**src/rtl/uart_tx_fifo_pkg.sv**
```systemverilog
// uart_tx_fifo_pkg: frame constants, FSM state encodings and byte type shared
// by the UART transmit path (and, on the other end, the receiver).
// Optional feature macro: UART_TX_PARITY_EN (adds the PARITY state and an
// even-parity helper).
package uart_tx_fifo_pkg;

    localparam int UART_DATA_W      = 8;
    localparam int DEF_CLKS_PER_BIT = 40;

    typedef logic [UART_DATA_W-1:0] uart_byte_t;

    // Encodings are fixed so the receiver can reuse the same values.
    typedef enum logic [2:0] {
        ST_IDLE   = 3'd0,
        ST_START  = 3'd1,
        ST_DATA   = 3'd2,
`ifdef UART_TX_PARITY_EN
        ST_PARITY = 3'd3,
`endif
        ST_STOP   = 3'd4
    } tx_state_e;

`ifdef UART_TX_PARITY_EN
    function automatic logic even_parity(input uart_byte_t b);
        return ^b;
    endfunction
`endif

endpackage

```
**src/rtl/uart_tx_fifo_if.sv**
```systemverilog
// uart_tx_fifo_if: write-port bundle between the memory-mapped bus side and
// the UART transmitter.
//   w_data   byte to transmit            (master -> slave)
//   we       write strobe                (master -> slave)
//   full     write FIFO full             (slave -> master)
//   tx_empty write FIFO empty            (slave -> master)
//   busy     frame currently on the line (slave -> master)
interface uart_tx_fifo_if;
    import uart_tx_fifo_pkg::*;

    uart_byte_t w_data;
    logic       we;
    logic       full;
    logic       tx_empty;
    logic       busy;

    modport master (output w_data, output we, input full, input tx_empty, input busy);
    modport slave  (input w_data, input we, output full, output tx_empty, output busy);
endinterface

```
**src/rtl/uart_sync_fifo.sv**
```systemverilog
// uart_sync_fifo: single-clock FIFO with first-word-fall-through read and
// registered full/empty flags.
//   clk, reset  clock, asynchronous active-high reset
//   push, din   enqueue din when push=1 and full=0
//   pop, dout   dout shows the head entry; pop=1 and empty=0 dequeues it
//   full, empty registered occupancy flags, updated with the count
module uart_sync_fifo #(
    parameter int WIDTH = 8,
    parameter int DEPTH = 4
) (
    input  logic             clk,
    input  logic             reset,
    input  logic             push,
    input  logic [WIDTH-1:0] din,
    input  logic             pop,
    output logic [WIDTH-1:0] dout,
    output logic             full,
    output logic             empty
);
    localparam int AW = $clog2(DEPTH);
    localparam int CW = AW + 1;

    logic [WIDTH-1:0] mem [DEPTH];
    logic [AW-1:0]    wr_ptr, rd_ptr;
    logic [CW-1:0]    count, count_nxt;
    logic             do_push, do_pop;

    // A push while full is dropped even if a pop frees a slot the same cycle.
    assign do_push = push & ~full;
    assign do_pop  = pop & ~empty;
    assign dout    = mem[rd_ptr];

    always_comb begin
        count_nxt = count;
        case ({do_push, do_pop})
            2'b10:   count_nxt = count + CW'(1);
            2'b01:   count_nxt = count - CW'(1);
            default: count_nxt = count;
        endcase
    end

    always_ff @(posedge clk or posedge reset) begin
        if (reset) begin
            wr_ptr <= '0;
            rd_ptr <= '0;
            count  <= '0;
            full   <= 1'b0;
            empty  <= 1'b1;
        end else begin
            // DEPTH is a power of two, so pointer overflow is the wrap.
            if (do_push) wr_ptr <= wr_ptr + AW'(1);
            if (do_pop)  rd_ptr <= rd_ptr + AW'(1);
            count <= count_nxt;
            full  <= (count_nxt == CW'(DEPTH));
            empty <= (count_nxt == '0);
        end
    end

    always_ff @(posedge clk) begin
        if (do_push) mem[wr_ptr] <= din;
    end

endmodule

```
**src/rtl/uart_tx_fifo.sv**
```systemverilog
// uart_tx_fifo: 8N1 UART transmitter fed by a small write FIFO.
//   clk, reset  clock, asynchronous active-high reset
//   bus         uart_tx_fifo_if.slave: w_data/we in, full/tx_empty/busy out
//   Tx          registered serial output, idle high, LSB first
// Optional feature macro: UART_TX_PARITY_EN inserts one even-parity bit
// between the data bits and the stop bit(s).
module uart_tx_fifo
    import uart_tx_fifo_pkg::*;
#(
    parameter int CLKS_PER_BIT = DEF_CLKS_PER_BIT,
    parameter int FIFO_DEPTH   = 4,
    parameter int STOP_BITS    = 1
) (
    input  logic          clk,
    input  logic          reset,
    uart_tx_fifo_if.slave bus,
    output logic          Tx
);
    localparam int BW = $clog2(CLKS_PER_BIT);

    tx_state_e     state, state_nxt;
    logic [BW-1:0] baud_cnt;
    logic [2:0]    bit_cnt;
    uart_byte_t    shift;
    uart_byte_t    fifo_dout;
    logic          fifo_empty;
    logic          fifo_pop;
    logic          baud_tc;
    logic          stop_last;
    logic          tx_nxt;
`ifdef UART_TX_PARITY_EN
    logic          par;
`endif

    uart_sync_fifo #(
        .WIDTH (UART_DATA_W),
        .DEPTH (FIFO_DEPTH)
    ) u_fifo (
        .clk   (clk),
        .reset (reset),
        .push  (bus.we),
        .din   (bus.w_data),
        .pop   (fifo_pop),
        .dout  (fifo_dout),
        .full  (bus.full),
        .empty (fifo_empty)
    );

    assign bus.tx_empty = fifo_empty;
    assign baud_tc      = (baud_cnt == BW'(CLKS_PER_BIT - 1));
    // bit_cnt doubles as the stop-bit counter while in STOP.
    assign stop_last    = (bit_cnt == 3'(STOP_BITS - 1));

    // State register
    always_ff @(posedge clk or posedge reset) begin
        if (reset) state <= ST_IDLE;
        else       state <= state_nxt;
    end

    // Next state
    always_comb begin
        state_nxt = state;
        case (state)
            ST_IDLE:  if (!fifo_empty) state_nxt = ST_START;
            ST_START: if (baud_tc) state_nxt = ST_DATA;
            ST_DATA: begin
                if (baud_tc && bit_cnt == 3'd7) begin
`ifdef UART_TX_PARITY_EN
                    state_nxt = ST_PARITY;
`else
                    state_nxt = ST_STOP;
`endif
                end
            end
`ifdef UART_TX_PARITY_EN
            ST_PARITY: if (baud_tc) state_nxt = ST_STOP;
`endif
            ST_STOP: begin
                // Chain straight into the next frame when a byte is waiting.
                if (baud_tc && stop_last) state_nxt = fifo_empty ? ST_IDLE : ST_START;
            end
            default: state_nxt = ST_IDLE;
        endcase
    end

    // Outputs: line level for the next cycle and FIFO pop
    always_comb begin
        tx_nxt   = 1'b1;
        fifo_pop = 1'b0;
        case (state)
            ST_IDLE: begin
                tx_nxt   = 1'b1;
                fifo_pop = !fifo_empty;
            end
            ST_START: tx_nxt = 1'b0;
            ST_DATA:  tx_nxt = shift[0];
`ifdef UART_TX_PARITY_EN
            ST_PARITY: tx_nxt = par;
`endif
            ST_STOP: begin
                tx_nxt   = 1'b1;
                fifo_pop = baud_tc && stop_last && !fifo_empty;
            end
            default: tx_nxt = 1'b1;
        endcase
    end

    // Datapath: counters, shift register, registered line and busy flag.
    // Tx follows the state by one cycle, so every bit still lasts exactly
    // CLKS_PER_BIT cycles on the pin.
    always_ff @(posedge clk or posedge reset) begin
        if (reset) begin
            baud_cnt <= '0;
            bit_cnt  <= '0;
            shift    <= '0;
            Tx       <= 1'b1;
            bus.busy <= 1'b0;
`ifdef UART_TX_PARITY_EN
            par      <= 1'b0;
`endif
        end else begin
            Tx       <= tx_nxt;
            bus.busy <= (state_nxt != ST_IDLE);
            if (fifo_pop) begin
                shift    <= fifo_dout;
                baud_cnt <= '0;
                bit_cnt  <= '0;
`ifdef UART_TX_PARITY_EN
                par      <= even_parity(fifo_dout);
`endif
            end else if (state != ST_IDLE) begin
                if (baud_tc) begin
                    baud_cnt <= '0;
                    bit_cnt  <= (state_nxt != state) ? 3'd0 : bit_cnt + 3'd1;
                    if (state == ST_DATA) shift <= shift >> 1;
                end else begin
                    baud_cnt <= baud_cnt + BW'(1);
                end
            end
        end
    end

endmodule

```
**src/flat_wrapper.sv**
```systemverilog
// flat-port wrapper written by rule: the top's interface ports become plain ports
module uart_tx_fifo_flat import uart_tx_fifo_pkg::*;
#(
    parameter int CLKS_PER_BIT = DEF_CLKS_PER_BIT,
    parameter int FIFO_DEPTH   = 4,
    parameter int STOP_BITS    = 1
)
  (clk, reset, Tx, bus_w_data, bus_we, bus_full, bus_tx_empty, bus_busy);
  uart_tx_fifo_if bus_i ();
  input  logic clk;
  input  logic reset;
  output logic Tx;
  input wire logic [$bits(bus_i.w_data)-1:0] bus_w_data;
  input wire logic [$bits(bus_i.we)-1:0] bus_we;
  output wire logic [$bits(bus_i.full)-1:0] bus_full;
  output wire logic [$bits(bus_i.tx_empty)-1:0] bus_tx_empty;
  output wire logic [$bits(bus_i.busy)-1:0] bus_busy;
  assign bus_i.w_data = bus_w_data;
  assign bus_i.we = bus_we;
  assign bus_full = bus_i.full;
  assign bus_tx_empty = bus_i.tx_empty;
  assign bus_busy = bus_i.busy;
  uart_tx_fifo #(.CLKS_PER_BIT(CLKS_PER_BIT), .FIFO_DEPTH(FIFO_DEPTH), .STOP_BITS(STOP_BITS)) u_core (.clk(clk), .reset(reset), .bus(bus_i), .Tx(Tx));
endmodule
```
**config.mk**
```make
export PLATFORM = sky130hd
export DESIGN_NAME = uart_tx_fifo_flat
export DESIGN_NICKNAME = d
export VERILOG_FILES = /design/src/rtl/uart_tx_fifo_pkg.sv /design/src/rtl/uart_tx_fifo_if.sv /design/src/rtl/uart_sync_fifo.sv /design/src/rtl/uart_tx_fifo.sv /design/src/flat_wrapper.sv
export SDC_FILE = /design/constraint.sdc
export NUM_CORES = 1
export LEC_CHECK = 0
export CORE_AREA = 2 2 71 73
export CTS_CLUSTER_DIAMETER = 80
export DETAILED_ROUTE_END_ITERATION = 16
export DIE_AREA = 0 0 73 75
export PLACE_DENSITY = 0.82
export SLEW_MARGIN = 20
export SYNTH_ARGS = -nofsm -noshare
export SYNTH_HDL_FRONTEND = slang
export SYNTH_SLANG_ARGS = --single-unit
```
**constraint.sdc**
```tcl
create_clock -name clk -period 7.5 [get_ports clk]
set_clock_uncertainty 0.05 [all_clocks]
set_input_delay 0.75 -clock clk [delete_from_list [all_inputs] [get_ports clk]]
set_output_delay 0.75 -clock clk [all_outputs]
set_load 0.03 [all_outputs]
```
Yosys cells after proc, flatten, opt, wreduce, memory -nomap -nowiden. Memory sizes are Yosys's and may differ from the RTL's. Index checks and enable logic that the tools add are counted.

Flip-flop bits (word level): 31. Input port bits: 11. Memory bits (writable): 32. Word-level logic and storage cells: 67. Memories kept: 1. Output and inout port bits: 4.

Bitwise operators: 4. Eq/ne operators: 9. Add/subtract/negate cells: 6. Reduce and logical (&&, ||, !) cells: 14. Mux-type cells: 22.

Memories: u_core.u_fifo.mem (depth 4, width 8, rd ports 1, clocked after memory_dff 0, write ports 1, line uart_sync_fifo.sv:23) `logic [WIDTH-1:0] mem [DEPTH];`.

Operators with widths (number): $mux 8 (4); $mux 3 (8); $mux 6 (3); $pmux 3 s4 (1); $eq 3x3->1 const B (3); $logic_not 3->1 (3); $add 3x1->3 const B (2); $add 6x1->6 const B (1); $eq 6x6->1 const B (1); $pmux 3 s2 (1); $reduce_bool 2->1 (3); $reduce_bool 3->1 (2); $add 2x1->2 const B (2); $pmux 1 s2 (2); $eq 3x1->1 const B (1); $eq 3x2->1 const B (1); $logic_and 1x1->1 (3); $mux 1 (3); $ne 3x3->1 (1); $reduce_and 3->1 (1); $sub 3x1->3 const B (1); $and 1x1->1 (2); $eq 2x1->1 const B (1); $eq 2x2->1 const B (1); other kinds (3) (4).

Longest topological paths before layout. Gate-level depths: netlist of the first run.

Depth after elaboration: 9. Depth in mapped cells: 13. Gate-level depth less buffers: 11.

Cells and area by module. A second synthesis of the first run with hierarchy kept.

Cells, all modules: 212. Area total of the unflattened synthesis: 2867.8 um^2.

Modules (own cells, without submodules): uart_sync_fifo (area each 1655.3 um^2, cells an instance 90, times used 1, seq. area each 1187.4 um^2); uart_tx_fifo (area each 1212.4 um^2, cells an instance 122, times used 1, seq. area each 551.8 um^2).

Worst setup path before layout of the first run. No wires, ideal clock.

Path kind: register to register. Start point: register u_core.baud_cnt[3]. End point: register u_core.u_fifo.full. Buffers on the path: 2. Period minus slack after synthesis: 2861 ps. Setup time: 73 ps. Data arrival time: 2738 ps. Slack: 4639 ps. Cell stages (with the launch flop): 11. Path through: dfrtp_1 or3b_4 o21ai_4 and2_1 buf_6 buf_6 ha_1 fa_1 mux2_2 or2_2 nor2b_1.

Longest elaborated chain between the ends: 8. Elaborated cells between the ends (all ways): 9. Those cells by class: 4 x eq/ne; 2 x mux; 1 x bitwise; 2 x reduce/logical.

Ends and longest elaborated chain: from (decl) (line uart_tx_fifo.sv:22) `logic [BW-1:0] baud_cnt;`; from (signal assigned) (line uart_tx_fifo.sv:137) `baud_cnt <= baud_cnt + BW'(1);`; $eq 6x6->1 (*) (line uart_tx_fifo.sv:50) `assign baud_tc = (baud_cnt == BW'(CLKS_PER_BIT - 1));`; $logic_and 1x1->1 (*) (2 in a row) (line uart_tx_fifo.sv:102) `fifo_pop = baud_tc && stop_last && !fifo_empty;`; $pmux 1 s2 (*) (line uart_tx_fifo.sv:90) `case (state)`; $and 1x1->1 (*) (line uart_sync_fifo.sv:30) `assign do_pop = pop & ~empty;`; $eq 2x1->1 / $eq 2x2->1 (equally long branches) (line uart_sync_fifo.sv:35) `case ({do_push, do_pop})`; $pmux 3 s2 (*) (line uart_sync_fifo.sv:35); via u_core.u_fifo.count_nxt[1] (line uart_sync_fifo.sv:25) `logic [CW-1:0] count, count_nxt;`; $eq 3x3->1 (*) (line uart_sync_fifo.sv:54) `full <= (count_nxt == CW'(DEPTH));`; to (signal assigned) (line uart_sync_fifo.sv:54); to (decl) (line uart_sync_fifo.sv:17) `output logic full,`.

The timed path passes the listed nets; every way through them passes the cells marked *. A chain may end at the register's enable or synchronous reset.

Worst setup path after layout of the first run.
Start point: register u_core.state[0]. End point: register u_core.u_fifo.full.

Longest elaborated chain between the ends: 6. Elaborated cells between the ends (all ways): 8. Those cells by class: 4 x eq/ne; 2 x mux; 1 x bitwise; 1 x reduce/logical.

Ends and longest elaborated chain: from (decl) (line uart_tx_fifo.sv:21) `tx_state_e state, state_nxt;`; from (signal assigned) (line uart_tx_fifo.sv:57) `else state <= state_nxt;`; $eq 3x3->1 / $logic_not 3->1 (equally long branches) (line uart_tx_fifo.sv:90); $pmux 1 s2 (*) (line uart_tx_fifo.sv:90); $and 1x1->1 (*) (line uart_sync_fifo.sv:30); $eq 2x1->1 / $eq 2x2->1 (equally long branches) (line uart_sync_fifo.sv:35); $pmux 3 s2 (*) (line uart_sync_fifo.sv:35); via u_core.u_fifo.count_nxt[1] (line uart_sync_fifo.sv:25); $eq 3x3->1 (*) (line uart_sync_fifo.sv:54).

Marks and branches as above.

==> results of run 1 <==
## path summary, 6_finish.rpt
kind                                                  start                                to  slack (ns)  depth (start not counted)
setup / recovery                  u_core.state[0]$_DFF_PP0_      u_core.u_fifo.full$_DFF_PP0_        4.22                          7
hold / removal             u_core.u_fifo.count[2]$_DFF_PP0_  u_core.u_fifo.count[2]$_DFF_PP0_        0.42                          1
setup reg to reg                  u_core.state[0]$_DFF_PP0_      u_core.u_fifo.full$_DFF_PP0_        4.22                          7
hold reg to reg            u_core.u_fifo.count[2]$_DFF_PP0_  u_core.u_fifo.count[2]$_DFF_PP0_        0.42                          1
max in group asynchronous                             reset               u_core.Tx$_DFF_PP1_        6.33                          3
min in group asynchronous                             reset  u_core.u_fifo.count[2]$_DFF_PP0_        0.75                          3
## routing by layer
| metal | vias to the layer above | GRT usage | routed length (um) |
|---|---|---|---|
| met2 | 34 | 0.294 | 2240 |
| met4 | 0 | 0.0720 | 55 |
| met3 | 7 | 0.0535 | 161 |
| met1 | 812 | 0.268 | 2010 |
| met5 | - | 0 | 0 |
| li1 | 792 | - | - |
## cell families after synthesis
family                   after synthesis
flip-flops                            63
multiplexers                          14
AO/OA/AOI/OAI                         32
XOR/XNOR                               8
adder cells (fa/ha/maj)               10
buffers and inverters                 21
AND/OR/NAND/NOR                       60
## flip-flops by register name (all words and copies together) (netlist names), 2 cells and up
signal                count
u_core.u_fifo.wr_ptr      2
u_core.bit_cnt            3
u_core.u_fifo.mem        32
u_core.shift              8
u_core.state              3
u_core.u_fifo.rd_ptr      2
u_core.baud_cnt           6
u_core.u_fifo.count       3
## worst max-delay path: stages, from the launching register on
cell and delay [ns]:
dfrtp_1 0.51, nor3_1 0.67, and2_1 0.58, ha_1 0.31
fa_1 0.42, mux2_2 0.27, or2_2 0.30, nor2b_1 0.10
## final cells by class
cell class | count | area [um2]
flip-flops and latches | 63 | 1740
fillers | 308 | 1470
multi-input cells | 124 | 1010
repair buffers | 15 | 148
clock buffers | 9 | 124
well taps | 54 | 67.6
clock inverters | 7 | 55.1
inverters | 12 | 45.0
## placed cells by master, fill, tap and decap left out, drive strengths merged, types with 3 or more instances in the layout
master | synthesis | routed
edfxtp | 32 | 32
dfrtp | 29 | 29
nor2 | 16 | 16
inv | 12 | 15
clkdlybuf4s50 | 0 | 14
o21ai | 11 | 11
nand3 | 10 | 10
nand2 | 9 | 9
ha | 9 | 9
clkbuf | 3 | 9
mux4 | 8 | 8
and2 | 8 | 8
xnor2 | 5 | 5
mux2i | 5 | 5
nor2b | 4 | 4
nor3 | 4 | 4
xor2 | 3 | 3
a21oi | 3 | 3
a221o | 3 | 3
## power groups by stage
stage | sequential (mW) | combinational, mW | clock [mW]
4_1_cts | 0.561 | 0.359 | 0.268
5_1_grt | 0.574 | 0.404 | 0.284
2_1_floorplan | 0.538 | 0.303 | 0
6_report | 0.559 | 0.354 | 0.264
3_5_place_dp | 0.568 | 0.356 | 0
3_3_place_gp | 0.563 | 0.348 | 0
==> flow_metrics.py, run 1 <==
metrics = {
    "setup_path": {
        "worstSetupStartpointType": "flip-flop",
        "cp.arrival_ns": 3.51,
        "cp_max_fo": 16,
        "crit_required_ns": 7.72,
        "crit_path_end_kind": "flip-flop",
        "path_class": "flip-flop to flip-flop",
    },
    "place": {
        "dp_worst_setup_slack_ns": 4.24,
        "place.gp.congestion": 0.837,
        "port-buffer-count": 14,
        "placed_cell_area_um2": 3010,
        "dpl.cell_count": 268,
        "dp_hpwl_um": 3100,
    },
    "synth": {
        "synth_area_um2": 2850,
        "synth_compound_area_frac": 0.0816,
        "synth_area_leaders": "edfxtp_1, dfrtp_1, mux4_2",
        "netlist.area_leader.share": 0.337,
        "ys.flop_type": "edfxtp_1",
        "synth_top_family_by_area": "simple AND/OR/NAND/NOR gates",
        "yosysWarnings": 0,
        "synthAdderAreaFrac": 0.0465,
        "yosysMostFrequentCell": "edfxtp_1",
        "ys_async_sr_fraction": 0.492,
        "synthMuxAreaShare": 0.0847,
        "ys_ff_latch": 63,
        "synth_simple_gate_area_frac": 0.118,
        "seq_area_frac_synth": 0.610,
        "synth_edf_count": 32,
        "syn_avg_cell_area_um2": 13.7,
        "synth.distinct_cells": 49,
        "synth_xor_xnor_area_share": 0.0246,
        "netlist_top_cells_count": "edfxtp_1, dfrtp_1, nor2_1",
        "synth_top_cell_by_area": "edfxtp_1",
        "netlist_instances": 208,
        "syn-num-nets": 229,
    },
    "floorplanning": {
        "design.core.area_um2": 4660,
        "fp.dieW_um": 73,
        "start_util": 0.612,
        "die_area_um2": 5480,
        "ioPinCount": 15,
        "die_h_um": 75,
        "row_count": 25,
    },
    "clock_network": {
        "clkLatencyLatePin_ns": 0.34,
        "cts_sinks": 63,
        "ctsResizeCount": 0,
        "post_cts_buffers": 0,
        "clkTransAtPathRegs_ns": 0.08,
        "cts_hold_buf": 0,
        "cts_tree": "done",
        "ctsHtreeMaxLevel": 3,
        "clockBufferDepth": 2,
        "cts_buffers": 9,
        "ctsRootBufferMaster": "clkbuf_8",
    },
    "timing": {
        "period_share": 0.438,
        "hold_ws_ns": 0.423,
        "fmax_mhz": 304,
        "setup_tns_ns": 0,
        "tightest_slew_ns": 0.735,
        "setup_viol": 0,
        "min_period_ns": 3.28,
        "finalMaxSlewViolations": 0,
        "layout_setup_ws_ns": 4.22,
        "rsz0062_at_grt": "no",
        "finalHoldViolCount": 0,
        "relSlewSlack": 0.506,
    },
    "detailed_routing": {
        "ant_nets": 0,
        "drtIter0Drc": 94,
        "drt_pass1_iterations": 4,
        "viasPerCell": 5.79,
        "num_vias": 1645,
        "drc_errors": 0,
        "drt-total-wl_um": 4470,
        "wl_per_cell_um": 15.8,
    },
    "global_route": {
        "antenna_found_initial": 0,
        "overflow": 0,
        "grt_use_total": 0.193,
        "grt_max_degree": 32,
        "grt_pass1_vias": 1653,
        "grt_pass1_wl_um": 7780,
    },
    "pwr": {
        "pwr-share-seq": 0.475,
        "p_switching_uw": 404,
        "leakage_nw": 1.28,
        "power_frac_comb": 0.301,
        "clkPwrFrac": 0.224,
        "switching_share": 0.343,
        "intPower_uw": 773,
        "total_power_mw": 1.18,
        "vdd_drop_max_mv": 0.244,
        "power.density_nw_per_um2": 368,
    },
    "finish": {
        "fin_util": 0.685,
        "final-instance-count-excl-fill": 284,
        "final_layout_size_suffix_gt1_frac": 0.152,
        "antenna_cells": 0,
        "nets": 246,
        "area_delta_synth_final_pct": 12.0,
        "post-route-cell-area_um2": 3190,
    },
    "flow_run": {
        "max_cap_viol_count": 0,
    },
    "worst_hold_path": {
        "hp-class": "flip-flop to flip-flop",
    },
    "run_status": {
        "outcome": "finished, final reports clean",
    },
}
Power figures use the tool's default switching activity.
==> inputs of run 2 (changes only) <==
CORE_AREA = 2 2 77 79   (was 2 2 71 73)
DIE_AREA = 0 0 79 81   (was 0 0 73 75)
PLACE_DENSITY = 0.74   (was 0.82)
clock period = 2.9 ns   (was 7.5 ns; I/O delays follow)
==> run 2 against run 1 <==
  * Routed wire length increased by 2.7%
  * Sequential cell count stayed put
  * Final cell count increased by 9.5%
  * Non-clock buffer count rose by 6
  * Combinational power rose to 2.7 times the previous value
  * Worst hold slack got worse by 0.16 ns
  * First-iteration DRC count stayed put
  * Final area up 3.1%
==> flow_metrics.py, run 2 (synthesis gave the netlist of run 1 again) <==
metrics = {
    "run_status": {
        "outcome": "finished, final reports clean",
    },
    "finish": {
        "regMostFlops": "u_core.u_fifo.mem",
        "area_delta_synth_final_pct": 15.4,
        "layout_commonest_cell": "edfxtp_1",
        "final-instance-count-excl-fill": 311,
        "final_layout_size_suffix_gt1_frac": 0.174,
        "nets": 252,
        "final_cell_mix": "edfxtp_1, dfrtp_1, nor2_1, clkdlybuf4s50_1, inv_1",
        "reg_top3": "u_core.u_fifo.mem (32), u_core.shift (8), u_core.baud_cnt (6)",
        "fin_util": 0.580,
        "post-route-cell-area_um2": 3290,
        "antenna_cells": 0,
        "multi_input_area_um2": 1010,
        "fillCellCount": 468,
        "regArea_um2": 1740,
        "largest_register_ff_count": 32,
    },
    "global_route": {
        "grt_pass1_wl_um": 8020,
        "grt_use_total": 0.167,
        "grt_max_degree": 32,
        "top_usage_layer": "met2",
        "grtUsageMet1": 0.218,
        "antenna_found_initial": 0,
        "grtUsageMet2": 0.256,
        "overflow": 0,
        "grt_pass1_vias": 1657,
        "globalRouteMet3Util": 0.0611,
    },
    "clock_network": {
        "ctsRootBufferMaster": "clkbuf_8",
        "ctsResizeCount": 0,
        "clkLatencyLatePin_ns": 0.35,
        "clkTransAtPathRegs_ns": 0.08,
        "cts_buffers": 9,
        "post_cts_buffers": 0,
        "ctsHtreeMaxLevel": 3,
        "cts_tree": "done",
        "clockBufferDepth": 2,
        "cts_sinks": 63,
        "cts_hold_buf": 0,
    },
    "timing": {
        "fmax_mhz": 380,
        "finalMaxSlewViolations": 0,
        "min_period_ns": 2.63,
        "setup_tns_ns": 0,
        "period_share": 0.908,
        "setup_viol": 0,
        "finalHoldViolCount": 0,
        "tightest_slew_ns": 0.586,
        "relSlewSlack": 0.609,
        "rsz0062_at_grt": "no",
        "layout_setup_ws_ns": 0.268,
        "hold_ws_ns": 0.267,
    },
    "floorplanning": {
        "die_h_um": 81,
        "start_util": 0.502,
        "die_area_um2": 6400,
        "fp.dieW_um": 79,
        "ioPinCount": 15,
        "row_count": 28,
        "design.core.area_um2": 5680,
    },
    "detailed_routing": {
        "drc_errors": 0,
        "num_vias": 1661,
        "drt-total-wl_um": 4600,
        "drtIter0Drc": 94,
        "viasPerCell": 5.34,
        "ant_nets": 0,
        "drt_pass1_iterations": 4,
        "wl_per_cell_um": 14.8,
    },
    "place": {
        "port-buffer-count": 14,
        "placed_cell_area_um2": 3090,
        "place.gp.congestion": 0.785,
        "dpl.cell_count": 295,
        "dp_hpwl_um": 3170,
        "dp_worst_setup_slack_ns": 0.292,
    },
    "pwr": {
        "power_frac_comb": 0.298,
        "vdd_drop_max_mv": 0.496,
        "leakage_nw": 1.32,
        "power.density_nw_per_um2": 961,
        "total_power_mw": 3.16,
        "pwr-share-seq": 0.456,
        "p_switching_mw": 1.05,
        "switching_share": 0.332,
        "intPower_mw": 2.11,
        "clkPwrFrac": 0.246,
    },
    "setup_path": {
        "crit_required_ns": 3.12,
        "worst_r2r_endpoint": "u_core.u_fifo.full$_DFF_PP0_",
        "path_class": "flip-flop to flip-flop",
        "cp_max_fo": 4,
        "cp.arrival_ns": 2.85,
        "crit_path_end_kind": "flip-flop",
        "worstSetupStartpointType": "flip-flop",
        "r2r_slack_ns": 0.27,
        "rr_worst_depth": 8,
        "reg2reg_from": "u_core.baud_cnt[4]$_DFFE_PP0P_",
    },
    "flow_run": {
        "max_cap_viol_count": 0,
    },
    "worst_hold_path": {
        "hp-class": "input port to async pin",
    },
}
[run 2: cell type report]
cell class,count,share of cell area
Sequential cell,63,0.529
Multi-Input combinational cell,124,0.308
Timing Repair Buffer,21,0.0586
Clock buffer,9,0.0376
Tap cell,75,0.0285
Clock inverter,7,0.0247
Inverter,12,0.0137
[run 2: power by group through the flow]
stage	clock network (mW)	registers, mW	logic [mW]
2_1_floorplan	0	1.39	0.785
3_3_place_gp	0	1.45	0.929
3_5_place_dp	0	1.47	0.956
4_1_cts	0.797	1.45	0.959
5_1_grt	0.827	1.49	1.07
6_report	0.776	1.44	0.943
[run 2: how the worst max path moves through the flow]
stage	startpoint	endpoint	slack [ns]	cells after the start
2_1_floorplan	u_core.baud_cnt[3]$_DFFE_PP0P_	u_core.u_fifo.full$_DFF_PP0_	0.04	10
3_3_place_gp	u_core.baud_cnt[4]$_DFFE_PP0P_	u_core.u_fifo.full$_DFF_PP0_	0.35	8
3_5_place_dp	u_core.baud_cnt[4]$_DFFE_PP0P_	u_core.u_fifo.full$_DFF_PP0_	0.29	8
4_1_cts	u_core.baud_cnt[4]$_DFFE_PP0P_	u_core.u_fifo.full$_DFF_PP0_	0.26	8
5_1_grt	u_core.baud_cnt[4]$_DFFE_PP0P_	u_core.u_fifo.empty$_DFF_PP1_	0.14	8
6_report	u_core.baud_cnt[4]$_DFFE_PP0P_	u_core.u_fifo.full$_DFF_PP0_	0.27	8
[run 2: per-layer routing]
metal,part of all wire,vias up
met4,0.019,0
met3,0.036,9
met1,0.47,818
met5,0,-
met2,0.47,30
li1,-,804
[run 2: critical path, stage by stage (launching register included)]
cell and delay, ns:
dfrtp_1 0.44, or3b_4 0.41, o21ai_4 0.17, and2_1 0.17, ha_1 0.20, fa_1 0.42, mux2_2 0.29, or2_2 0.31
nor2b_1 0.10
==> inputs of run 3 (changes only) <==
SETUP_SLACK_MARGIN = 0.5   (was default)
==> run 3 against run 2 <==
  * Critical path type unchanged
  * Worst hold slack improved by 0.0094 ns
  * Global-route usage rose by 0.95 points
  * Sequential share of layout area fell by 1.3 points
  * Sequential cell count did not move
  * Die area did not move
  * Clock power rose by 5.4%
  * Critical endpoint unchanged
  * Sequential power barely moved
  * Power rose by 5.3%
  * Final area rose by 2.7%
==> flow_metrics.py, run 3 (synthesis gave the netlist of run 1 again) <==
metrics = {
    "detailed_routing": {
        "ant_nets": 0,
        "wl_per_cell_um": 15.5,
        "num_vias": 1716,
        "top_layer": "met4",
        "drc_errors": 0,
        "drt-total-wl_um": 4940,
        "drt-met1-wl_um": 2100,
        "drtIter0Drc": 101,
        "dr_wl_met3_um": 169,
        "wl_met2_um": 2590,
        "drt_pass1_iterations": 4,
        "viasPerCell": 5.40,
    },
    "timing": {
        "min_period_ns": 2.43,
        "relSlewSlack": 0.621,
        "rsz0062_at_grt": "yes",
        "tightest_slew_ns": 0.568,
        "period_share": 0.837,
        "finalMaxSlewViolations": 0,
        "setup_tns_ns": 0,
        "setup_viol": 0,
        "fmax_mhz": 412,
        "finalHoldViolCount": 0,
        "layout_setup_ws_ns": 0.472,
    },
    "floorplanning": {
        "row_count": 28,
        "design.core.area_um2": 5680,
        "ioPinCount": 15,
        "die_h_um": 81,
        "start_util": 0.502,
        "fp.dieW_um": 79,
        "die_area_um2": 6400,
    },
    "clock_network": {
        "ctsHtreeMaxLevel": 3,
        "ctsRootBufferMaster": "clkbuf_8",
        "cts_sinks": 63,
        "cts_hold_buf": 0,
        "cts_tree": "done",
        "cts_buffers": 9,
        "clkLatencyLatePin_ns": 0.34,
        "clkTransAtPathRegs_ns": 0.07,
        "clockBufferDepth": 2,
    },
    "run_status": {
        "outcome": "finished, final reports clean",
    },
    "setup_path": {
        "worstSetupStartpointType": "flip-flop",
        "path_class": "flip-flop to flip-flop",
        "path_buf_inv": 0,
        "crit_required_ns": 3.12,
        "cpLargestDelayFamily": "simple AND/OR/NAND/NOR gates",
        "cpMaxStageDelayCell": "or3b_4",
        "cp_max_fo": 2,
        "cp.arrival_ns": 2.65,
        "crit_chain": "or3b_4 > o21ai_4 > and2_4 > ha_4 > fa_1 > mux2_4 > or2_4 > nor2b_2",
        "critPathMaxStageDelay_ns": 0.42,
        "crit_path_end_kind": "flip-flop",
    },
    "global_route": {
        "overflow": 0,
        "antenna_found_initial": 0,
        "grt_pass1_wl_um": 8310,
        "grt_max_degree": 32,
        "grt_use_total": 0.176,
        "grt_pass1_vias": 1708,
    },
    "finish": {
        "nets": 259,
        "final_layout_size_suffix_gt1_frac": 0.218,
        "largest_register_ff_count": 32,
        "final_cell_mix": "edfxtp_1, dfrtp_1, nor2_1, clkdlybuf4s50_1, buf_4",
        "layout_commonest_cell": "edfxtp_1",
        "reg_top3": "u_core.u_fifo.mem (32), u_core.shift (8), u_core.baud_cnt (6)",
        "regMostFlops": "u_core.u_fifo.mem",
        "post-route-cell-area_um2": 3380,
        "antenna_cells": 0,
        "area_delta_synth_final_pct": 18.5,
    },
    "pwr": {
        "vdd_drop_max_mv": 0.481,
        "total_power_mw": 3.33,
        "p_switching_mw": 1.06,
        "pwr-share-seq": 0.428,
        "clkPwrFrac": 0.246,
        "power_frac_comb": 0.326,
        "power.density_nw_per_um2": 985,
        "leakage_nw": 1.36,
        "switching_share": 0.318,
        "intPower_mw": 2.27,
    },
    "flow_run": {
        "max_cap_viol_count": 0,
    },
    "worst_hold_path": {
        "hp-class": "input port to async pin",
    },
    "place": {
        "place.gp.congestion": 0.801,
        "dp_hpwl_um": 3220,
        "dp_worst_setup_slack_ns": 0.258,
        "port-buffer-count": 14,
        "placed_cell_area_um2": 3110,
    },
}
-- run 3: changes by cell type in the layout (fill, tap and decap cells not counted), sizes merged --
cell / delta
clkinvlp: +1
inv: -2
bufinv: +1
buf: +7
clkinv: -1
clkbuf: +1
-- run 3: metrics by stage --
| stage | hold slack, ns | util | std cells |
|---|---|---|---|
| 2_1_floorplan | 0.339 | - | 208 |
| 3_3_place_gp | 0.416 | 0.547 | 295 |
| 3_5_place_dp | 0.431 | 0.547 | 295 |
| 4_1_cts | 0.279 | 0.594 | 317 |
| 5_1_grt | 0.330 | 0.595 | 318 |
| 6_report | 0.276 | 0.595 | 318 |
-- run 3: final cells by class --
| type | instances | area [um2] |
|---|---|---|
| clock buffers | 10 | 128 |
| clock inverters | 6 | 85.1 |
| fillers | 461 | 2300 |
| inverters | 12 | 45.0 |
| multi-input cells | 124 | 1040 |
| flip-flops and latches | 63 | 1740 |
| well taps | 75 | 93.8 |
| repair buffers | 28 | 245 |
-- run 3: routing by layer --
metal  up-vias  GRT usage
met5         -          0
met4         0     0.0603
met3         9     0.0589
met2        30      0.291
met1       854      0.221
li1        823          -
-- run 3: path summary, 6_finish.rpt --
kind | startpoint | end | slack, ns | depth (start not counted)
setup / recovery | u_core.baud_cnt[3]$_DFFE_PP0P_ | u_core.u_fifo.full$_DFF_PP0_ | 0.47 | 8
hold / removal | reset | u_core.baud_cnt[5]$_DFFE_PP0P_ | 0.28 | 3
setup reg to reg | u_core.baud_cnt[3]$_DFFE_PP0P_ | u_core.u_fifo.full$_DFF_PP0_ | 0.47 | 8
hold reg to reg | u_core.u_fifo.count[2]$_DFF_PP0_ | u_core.u_fifo.count[2]$_DFF_PP0_ | 0.43 | 1
max in group asynchronous | reset | u_core.Tx$_DFF_PP1_ | 2.20 | 3
min in group clk | u_core.u_fifo.count[2]$_DFF_PP0_ | u_core.u_fifo.count[2]$_DFF_PP0_ | 0.43 | 1
-- run 3: timing repair --
item | CTS | global route
setup endpoints to repair | 2 | 2
gates resized for setup | 4 | 0
cloned | 0 | 0
pin swaps | 5 | 1
setup buffers | 6 | 1
hold endpoints to repair | 0 | 0
-- run 3: power by group through the flow --
stage,Sequential (mW),Combinational [mW],Clock (mW)
2_1_floorplan,1.39,0.822,0
3_3_place_gp,1.44,0.969,0
3_5_place_dp,1.46,0.994,0
4_1_cts,1.43,1.09,0.833
5_1_grt,1.46,1.21,0.878
6_report,1.43,1.09,0.818
-- run 3: worst reg2reg max path: stages, from the launching register on --
cell and delay [ns]:
dfrtp_2 0.41, or3b_4 0.42, o21ai_4 0.16, and2_4 0.18
ha_4 0.13, fa_1 0.40, mux2_4 0.29, or2_4 0.23
nor2b_2 0.11
